===== src/rtl/mac_pkg.sv =====
// Shared definitions for the dual-dataflow MAC row: instruction bit positions, mode encodings, helpers.
// Latency: n/a (package only).
// Backpressure: n/a (package only).
package mac_pkg;

    // Bit positions inside the 3-bit instruction word.
    localparam int INST_LOAD  = 0;
    localparam int INST_EXEC  = 1;
    localparam int INST_DRAIN = 2;
    localparam int INST_W     = 3;

    // Dataflow mode carried alongside each instruction.
    localparam logic MODE_WS = 1'b0;
    localparam logic MODE_OS = 1'b1;

    // Signed product of two operands that the caller has already sign-extended
    // to 32 bits. The caller truncates the result to its accumulator width, which
    // gives the sign-extended bw x bw product taken modulo 2^psum_bw.
    function automatic logic signed [63:0] sext_prod(input logic signed [31:0] a,
                                                     input logic signed [31:0] b);
        return 64'(a) * 64'(b);
    endfunction

    // Priority decode: drain > execute > load. The result is one-hot or zero,
    // so lower bits set together with a higher bit are ignored.
    function automatic logic [INST_W-1:0] inst_decode(input logic [INST_W-1:0] inst);
        logic [INST_W-1:0] dec;
        dec = '0;
        if (inst[INST_DRAIN]) begin
            dec[INST_DRAIN] = 1'b1;
        end else if (inst[INST_EXEC]) begin
            dec[INST_EXEC] = 1'b1;
        end else if (inst[INST_LOAD]) begin
            dec[INST_LOAD] = 1'b1;
        end
        return dec;
    endfunction

endpackage


===== src/rtl/mac_tile_dual.sv =====
// One MAC tile supporting weight-stationary and output-stationary dataflow plus drain.
// Latency: 1 cycle from in_w/inst_w/mode_w/in_n to out_s/valid and to out_e/inst_e/mode_e.
// Backpressure: none; the tile accepts one instruction per cycle and never stalls.
//
// Ports:
//   clk, reset          clock, asynchronous active-high reset
//   in_w / out_e        activation from the west tile / registered copy to the east tile
//   inst_w / inst_e     raw instruction from the west / decoded instruction to the east
//   mode_w / mode_e     dataflow mode from the west / registered copy to the east
//   in_n / out_s        psum (WS) or weight in [bw-1:0] (OS) from north / result south
//   valid               high the cycle out_s carries a result
module mac_tile_dual
    import mac_pkg::*;
#(
    parameter int bw      = 4,
    parameter int psum_bw = 16
) (
    input  logic                 clk,
    input  logic                 reset,
    input  logic [bw-1:0]        in_w,
    output logic [bw-1:0]        out_e,
    input  logic [INST_W-1:0]    inst_w,
    output logic [INST_W-1:0]    inst_e,
    input  logic                 mode_w,
    output logic                 mode_e,
    input  logic [psum_bw-1:0]   in_n,
    output logic [psum_bw-1:0]   out_s,
    output logic                 valid
);

    logic [bw-1:0]          a_q;
    logic signed [bw-1:0]   b_q;
    logic [psum_bw-1:0]     acc_q;
    logic [INST_W-1:0]      inst_q;
    logic                   mode_q;
    logic                   load_ready_q;
    logic [psum_bw-1:0]     out_s_q;
    logic                   valid_q;

    logic [INST_W-1:0]      inst_dec;
    logic                   capture;
    logic signed [bw-1:0]   a_in;
    logic signed [bw-1:0]   w_os;
    logic [psum_bw-1:0]     w_os_ext;
    logic [psum_bw-1:0]     prod_ws;
    logic [psum_bw-1:0]     prod_os;

    // The arithmetic works on the activation arriving this cycle (the value a_q
    // takes at this edge), so the result appears one cycle after the inputs.
    always_comb begin
        inst_dec = inst_decode(inst_w);
        capture  = inst_dec[INST_LOAD] && (mode_w == MODE_WS) && load_ready_q;
        a_in     = in_w;
        w_os     = in_n[bw-1:0];
        w_os_ext = psum_bw'(w_os);
        prod_ws  = psum_bw'(sext_prod(32'(a_in), 32'(b_q)));
        prod_os  = psum_bw'(sext_prod(32'(a_in), 32'(w_os)));
    end

    always_ff @(posedge clk or posedge reset) begin
        if (reset) begin
            a_q          <= '0;
            b_q          <= '0;
            acc_q        <= '0;
            inst_q       <= '0;
            mode_q       <= MODE_WS;
            load_ready_q <= 1'b1;
            out_s_q      <= '0;
            valid_q      <= 1'b0;
        end else begin
            // A tile that captures a weight swallows that load so the next
            // weight in the stream lands in the next tile east.
            inst_q  <= capture ? '0 : inst_dec;
            mode_q  <= mode_w;
            valid_q <= 1'b0;

            if (inst_dec != '0) begin
                a_q <= in_w;
            end

            if (capture) begin
                b_q          <= in_w;
                load_ready_q <= 1'b0;
            end

            if (inst_dec[INST_DRAIN]) begin
                out_s_q      <= acc_q;
                valid_q      <= 1'b1;
                acc_q        <= '0;
                load_ready_q <= 1'b1;
            end else if (inst_dec[INST_EXEC]) begin
                if (mode_w == MODE_OS) begin
                    // Weight continues south; the sum stays local until drained.
                    acc_q   <= acc_q + prod_os;
                    out_s_q <= w_os_ext;
                end else begin
                    out_s_q <= in_n + prod_ws;
                    valid_q <= 1'b1;
                end
            end
        end
    end

    assign out_e  = a_q;
    assign inst_e = inst_q;
    assign mode_e = mode_q;
    assign out_s  = out_s_q;
    assign valid  = valid_q;

endmodule


===== src/rtl/mac_row_dual.sv =====
// One systolic-array row: col dual-dataflow MAC tiles chained west to east.
// Latency: tile i produces out_s/valid i+1 cycles after an instruction enters at the west edge.
// Backpressure: none; one instruction per cycle is accepted unconditionally.
//
// Ports:
//   clk, reset   clock, asynchronous active-high reset
//   in_w         west activation (kernel data during WS load)
//   inst_w       [0] load, [1] execute, [2] drain
//   mode         0 = WS, 1 = OS; travels east with each instruction
//   in_n         per column psum in (WS) or weight in [bw-1:0] (OS)
//   out_s        per column psum out (WS), weight pass-down or drained accumulator (OS)
//   valid        per column result strobe
module mac_row_dual
    import mac_pkg::*;
#(
    parameter int bw      = 4,
    parameter int psum_bw = 16,
    parameter int col     = 8
) (
    input  logic                     clk,
    input  logic                     reset,
    input  logic [bw-1:0]            in_w,
    input  logic [INST_W-1:0]        inst_w,
    input  logic                     mode,
    input  logic [psum_bw*col-1:0]   in_n,
    output logic [psum_bw*col-1:0]   out_s,
    output logic [col-1:0]           valid
);

    // Entry 0 is the row input; entry col is the east edge, which has no consumer.
    logic [bw-1:0]     a_chain    [col+1];
    logic [INST_W-1:0] inst_chain [col+1];
    logic              mode_chain [col+1];

    assign a_chain[0]    = in_w;
    assign inst_chain[0] = inst_w;
    assign mode_chain[0] = mode;

    for (genvar i = 0; i < col; i++) begin : g_tile
        mac_tile_dual #(
            .bw      (bw),
            .psum_bw (psum_bw)
        ) u_tile (
            .clk    (clk),
            .reset  (reset),
            .in_w   (a_chain[i]),
            .out_e  (a_chain[i+1]),
            .inst_w (inst_chain[i]),
            .inst_e (inst_chain[i+1]),
            .mode_w (mode_chain[i]),
            .mode_e (mode_chain[i+1]),
            .in_n   (in_n[i*psum_bw +: psum_bw]),
            .out_s  (out_s[i*psum_bw +: psum_bw]),
            .valid  (valid[i])
        );
    end

endmodule

===== config.mk =====
export PLATFORM = sky130hd
export DESIGN_NAME = mac_row_dual
export DESIGN_NICKNAME = d
export VERILOG_FILES = /design/src/rtl/mac_pkg.sv /design/src/rtl/mac_tile_dual.sv /design/src/rtl/mac_row_dual.sv
export SDC_FILE = /design/constraint.sdc
export NUM_CORES = 2
export LEC_CHECK = 0
export BUFFER_PORTS_ARGS = -buffer_cell sky130_fd_sc_hd__buf_2
export CAP_MARGIN = 20
export CORE_MARGIN = 10
export CORE_UTILIZATION = 30
export CTS_BUF_LIST = sky130_fd_sc_hd__clkbuf_2 sky130_fd_sc_hd__clkbuf_4 sky130_fd_sc_hd__clkbuf_8
export CTS_CLUSTER_SIZE = 20
export DETAILED_ROUTE_END_ITERATION = 10
export GPL_ROUTABILITY_DRIVEN = 0
export PLACE_DENSITY_LB_ADDON = 0.05
export SYNTH_ARGS = -nofsm -noshare
export SYNTH_HDL_FRONTEND = slang
export SYNTH_SLANG_ARGS = --single-unit

===== constraint.sdc =====
create_clock -name clk -period 17.3 [get_ports clk]
set_clock_uncertainty 0.1 [all_clocks]
set_input_delay 3.46 -clock clk [delete_from_list [all_inputs] [get_ports clk]]
set_output_delay 3.46 -clock clk [all_outputs]
set_load 0.05 [all_outputs]

== Word-level counts from Yosys, hierarchy flattened ==
Cells that the tools add are included.
Word-level totals
  ROM bits: 0
  bits of input ports: 138
  memories: 0
  RAM bits: 0
  bits in latches: 0
  bits in registers: 360
  output and inout port bits: 136
  word-level logic and storage cells: 291
Operators by class
  multiplexer cells: 135
  div/mod/pow operators: 0
  $add $sub $neg: 16
  equal/unequal tests: 0
  reductions and logical operators: 55
  shift operators: 0
  bitwise logic cells: 8
  multiply operators: 16
  magnitude comparators: 0
Operator list (number)
  $mux W16: 48
  $add A16 B16 Y16: 16
  $mul A4 B4 Y8: 16
  $mux W1: 72
  $reduce_bool A2 Y1: 24
  $mux W3: 7
  $reduce_bool A3 Y1: 7
  $logic_and A1 B1 Y1: 16
  $mux W2: 8
  $reduce_and A2 Y1: 8
  $not A1 Y1: 8

== Logic depth before layout (Yosys ltp) ==
  depth in word-level cells: 7
  gate-level depth with buffers: 23
  gate-level depth less buffers: 22

== Cells and area by module ==
From an unflattened synthesis, not the netlist that was laid out.
Second synthesis, totals
  cell total of the unflattened synthesis: 3609
  area, all modules: 34938.5 um2
Modules (own cells, without submodules)
  mac_tile_dual at g_tile[0].u_tile ...: area an instance 4377.9 um2, sequential area each 1152.4 um2, cells an instance 452, instances 3
  mac_tile_dual at g_tile[5].u_tile ...: area an instance 4364.2 um2, sequential area each 1152.4 um2, cells an instance 450, instances 3
  mac_tile_dual at g_tile[4].u_tile: area an instance 4375.4 um2, sequential area each 1152.4 um2, cells an instance 449, instances 1
  mac_tile_dual at g_tile[3].u_tile: area an instance 4336.7 um2, sequential area each 1152.4 um2, cells an instance 454, instances 1

== Least setup slack after synthesis ==
Ideal clock, no wire load.
  kind: input to register
  start: input port in_w[1]
  end: register g_tile[0].u_tile.out_s_q[15]
  data required time: 17.123 ns
  arrival: 8.339 ns
  library setup time: 0.077 ns
  path slack: 8.785 ns
  cell stages on the path: 22
  path buffers: 1
  cell sequence: clkbuf_1 > nand2_1 > fa_1 > fa_1 > fa_1 > inv_1 > ha_1 > fa_1 > a21o_1 > a21oi_1 > xnor2_1 > xnor2_1 > inv_1 > ha_1 > a21oi_1 > o21ai_0 > a21oi_1 > o21ai_1 > a31o_2 > a2111oi_0 > a41oi_1 > o21ai_1
On the way
  longest elaborated chain between the ends: 5
RTL lines
  start: declaration: line mac_row_dual.sv:22  | input logic [bw-1:0] in_w,
  $mul A4 B4 Y8: line mac_pkg.sv:21  | return 64'(a) * 64'(b);
  $add A16 B16 Y16: line mac_tile_dual.sv:97  | out_s_q <= in_n + prod_ws;
  $mux W16: line mac_tile_dual.sv:92  | if (mode_w == MODE_OS) begin
  $mux W16: line mac_tile_dual.sv:91  | end else if (inst_dec[INST_EXEC]) begin
  $mux W16: line mac_tile_dual.sv:86  | if (inst_dec[INST_DRAIN]) begin
  end signal: assignment: line mac_tile_dual.sv:87  | out_s_q <= acc_q;
  end signal: assignment: line mac_tile_dual.sv:95  | out_s_q <= w_os_ext;
  end signal: assignment: line mac_tile_dual.sv:97
  end: declaration: line mac_tile_dual.sv:37  | logic [psum_bw-1:0] out_s_q;
No other way between the ends. The select of a mux whose other input is x is not followed.
A chain may end at the register's enable or synchronous reset.

== Worst setup path after layout ==
  start: input port in_n[113]
  end: register g_tile[7].u_tile.acc_q[15]
On the way
  longest elaborated chain between the ends: 5
RTL lines
  start: declaration: line mac_row_dual.sv:25  | input logic [psum_bw*col-1:0] in_n,
  $mul A4 B4 Y8: line mac_pkg.sv:21
  $add A16 B16 Y16: line mac_tile_dual.sv:94  | acc_q <= acc_q + prod_os;
  $mux W16: line mac_tile_dual.sv:92
  $mux W16: line mac_tile_dual.sv:91
  $mux W16: line mac_tile_dual.sv:86
  end signal: assignment: line mac_tile_dual.sv:94
  end: declaration: line mac_tile_dual.sv:33  | logic [psum_bw-1:0] acc_q;
No other way between the ends. The select of a mux whose other input is x is not followed.

==> results.md <==
- Final setup vio count: 0
- Vias in the first global route: 27590
- Clock Sink Count: 360
- Reg-to-reg startpoint: g_tile[2].u_tile.out_e[1]
- Post-route clock period utilization: 48.78%
- Largest net degree at the start of global routing: 94
- CP startpoint kind: input port
- Fin nets: 4577
- TritonRoute pass-1 iters: 4
- Synth-to-layout area growth: 13.84%
- Routed len/inst: between 15 and 20 um
- Top_reg_cell synth: dfrtp_1
- Layout cells sized above 1: ~14%
- Hold buffers post-CTS: 0
- Reg2Reg Capture Point: g_tile[3].u_tile.out_s[14]
- Worst R2R Setup Slack: 11130 ps
- Global-route wire length before repair: 161.3 mm
- Crit Path Class: input port to register
- Synthesis warning total: 0
- Cts bufs inserted: 80
- Post-Synthesis Cells: around 3600
- I/O pins: 274
- GRT Total Usage: 15.82%
- DRC: 0
- Total of max-cap violations: 0
- Filler Cells Inserted: 11700
- Worst Setup End Kind: register
- RSZ-0062 raised after global routing: no
- Chip height: about 360 um
- Seq/Total Area, Yosys: 26.74%
- Final Critical Period: between 8000 and 9000 ps
- Die area: 126200 um^2
- Core Area: 111100 um^2
- Final Non-Filler Cells: about 5400
- Slew margin rel.: about a third
- Hold endpoint: g_tile[4].u_tile.out_s[15]
- Max Freq: around 120 MHz
- Port Buffers: approximately 270
- Synthesized flop and latch total: 360
- Footprint of the multi-input gates: between 20000 and 25000 um^2
- Post-CTS Setup Bufs: 0
- Slew @ Worst Pin: 1022 ps
- R2R depth: 18
- Num rows: 122
- Detailed Route WL: 100.8 mm
- CTS H-tree depth: 3
- Synth unique cells: 75
- Clk slew on worst S/H paths: 50 ps
- Setup TNS: 0 ps
- HP Start: g_tile[4].u_tile.out_s[15]
- Post-synth EDFFs: 0
- M2 GR Usage: 24.47%
- Remaining Overflow, GRT: 0
- Pwr dens: ~140 nW/um^2
- Leakage Power: 19.03 nW
- CTS tree: built
- Die Wd: around 360 um
- Mapped Area: 33730 um^2
- Post-CTS resize count: 0
- Min-Delay Path Class: register to register
- Final ANT Viol Nets: 0
- Met3 Resource Use GR: 4.027%
- Status: finished, final reports clean
- Total via count in the routed design: 26550
- Met1 usage in global routing: 21.80%
- Pins Over Slew Limit: 0
- Hold path depth: 2
- Arr. time, crit path: 8870 ps
- Post-DP HPWL: between 70 and 80 mm
- Initial antenna violation count: 21
- Clock Latency Late Sink: just over 700 ps
- Gr busiest metal: met2
- Ys async rst share: 100.0%
- Dpl cells: 5243
- Sequential cell area: ~9000 um^2
- Fin. Hold Viols: 0
- Peak supply drop: approximately 150 uV
- Syn avg cell area: 9.372 um^2
- Initial drt markers: 1094
- DR vias/cell: slightly below 5
- Starting Density: 30.35%
- Syn nets: 4337
- Required time worst endpoint: 17730 ps
- CTS Buffer Depth: 3
- Root Driver: clkbuf_8
- Worst-path fanout max: 12
[worst max-delay path by stage]
stage	startpoint	to	slack, ps	depth (start not counted)
detailed placement	in_n[113]	g_tile[7].u_tile.acc_q[14]	8110	21
finish	in_n[113]	g_tile[7].u_tile.acc_q[15]	8860	21
CTS	in_n[113]	g_tile[7].u_tile.acc_q[14]	8910	21
global route	in_n[113]	g_tile[7].u_tile.acc_q[13]	8480	21
floorplan	reset	g_tile[0].u_tile.acc_q[0]	3760	1
global placement	in_n[113]	g_tile[7].u_tile.acc_q[14]	8130	21
[per-stage QoR]
stage | hold WS [ps] | worst slack, ps | util (%) | area, um^2 | total power, mW
2_1_floorplan | 251.9 | 3763 | - | 33730 | 3.695
3_3_place_gp | 399.5 | 8127 | 32.95 | 36620 | 4.512
3_5_place_dp | 401.5 | 8107 | 32.95 | 36620 | 4.470
4_1_cts | 411.5 | 8908 | 34.53 | 38370 | 5.613
5_1_grt | 417.3 | 8482 | 34.55 | 38390 | 6.092
6_report | 408.1 | 8861 | 34.55 | 38400 | 5.511
[state kept, by name, indices dropped and copies added (netlist names)]
name	flops
g_tile.u_tile.out_e	28
g_tile.u_tile.load_ready_q	8
g_tile.u_tile.mode_e	7
g_tile.u_tile.b_q	32
g_tile.u_tile.valid	8
g_tile.u_tile.out_s	128
g_tile.u_tile.acc_q	128
g_tile.u_tile.inst_e	21
[per-layer routing]
metal	vias up	wire length, um
met5	-	123
met4	20	1845
met3	128	5627
met2	417	43570
met1	12670	49630
li1	13320	-
[final cells by class]
cell class,count,share of cell area (%)
multi-input combinational,2875,60.76
sequential,360,23.49
tap,1488,4.849
clock buffer,128,4.148
timing repair buffer,302,4.125
inverter,220,2.170
clock inverter,16,0.4269
antenna,4,0.02607
[kinds of logic (layout without fill, tap and decap cells)]
kind of cell    count (synthesis)  in the layout  synth area share, %
compound gates               1011           1011                19.32
xor+xnor                      308            308                8.038
fa+ha+maj                     600            600                25.82
buf+inv                       364            666                4.143
flops                         360            360                26.74
mux                            73             73                2.404
other cells                     0              4                    0
simple gates                  883            883                13.54
[worst max-delay path, stage by stage]
cell and delay (ps):
buf_2 180, nand2_1 100, fa_1 580, fa_1 430, fa_1 490, inv_1 50
ha_1 210, fa_1 460, a21o_1 170, a21oi_1 160, xnor2_1 100, xnor2_1 770
ha_1 430, a21oi_1 130, o21ai_0 90, a21oi_1 230, o221ai_1 210, nand4_1 180
mux2i_1 240, o21a_1 140, nor3_1 40
[cell usage in the layout, fill, tap and decap left out, types with 105 or more instances in the layout]
master / n
nor2_1: 149
dfrtp_1: 350
nand2_1: 260
fa_1: 160
buf_2: 273
xnor2_1: 168
a21o_1: 105
xor2_1: 139
o21ai_0: 216
inv_1: 219
and2_1: 153
a21oi_1: 282
ha_1: 440
[where the power goes]
group | switching [mW] | internal, mW | leakage [nW]
Sequential | 0.118 | 0.921 | 4.82
Clock | 0.444 | 0.626 | 0.937
Combinational | 1.97 | 1.44 | 13.3
Total | 2.53 | 2.98 | 19.0
[Yosys cell counts, types with 28 or more instances]
library cell / instances / share of area, %
mux2_2: 64 / 2.1
a21oi_1: 285 / 4.2
nor2_1: 149 / 1.7
clkbuf_1: 123 / 1.4
o211ai_1: 79 / 1.8
fa_1: 160 / 9.5
nor3_1: 34 / 0.50
nor3b_1: 70 / 1.6
a31oi_1: 41 / 0.76
xnor2_1: 168 / 4.4
nand2_1: 260 / 2.9
a211oi_1: 38 / 0.85
dfrtp_1: 352 / 26
ha_1: 440 / 16
xor2_1: 139 / 3.6
and2_1: 153 / 2.8
o21ai_0: 216 / 3.2
nand3_1: 28 / 0.42
a221oi_1: 41 / 1.1
o21a_1: 34 / 0.76
o21bai_1: 36 / 0.80
nor2b_1: 49 / 0.91
inv_1: 220 / 2.4
a21o_1: 105 / 2.3
nand2b_1: 55 / 1.0
No activity file was read; power rests on OpenSTA's default activity.
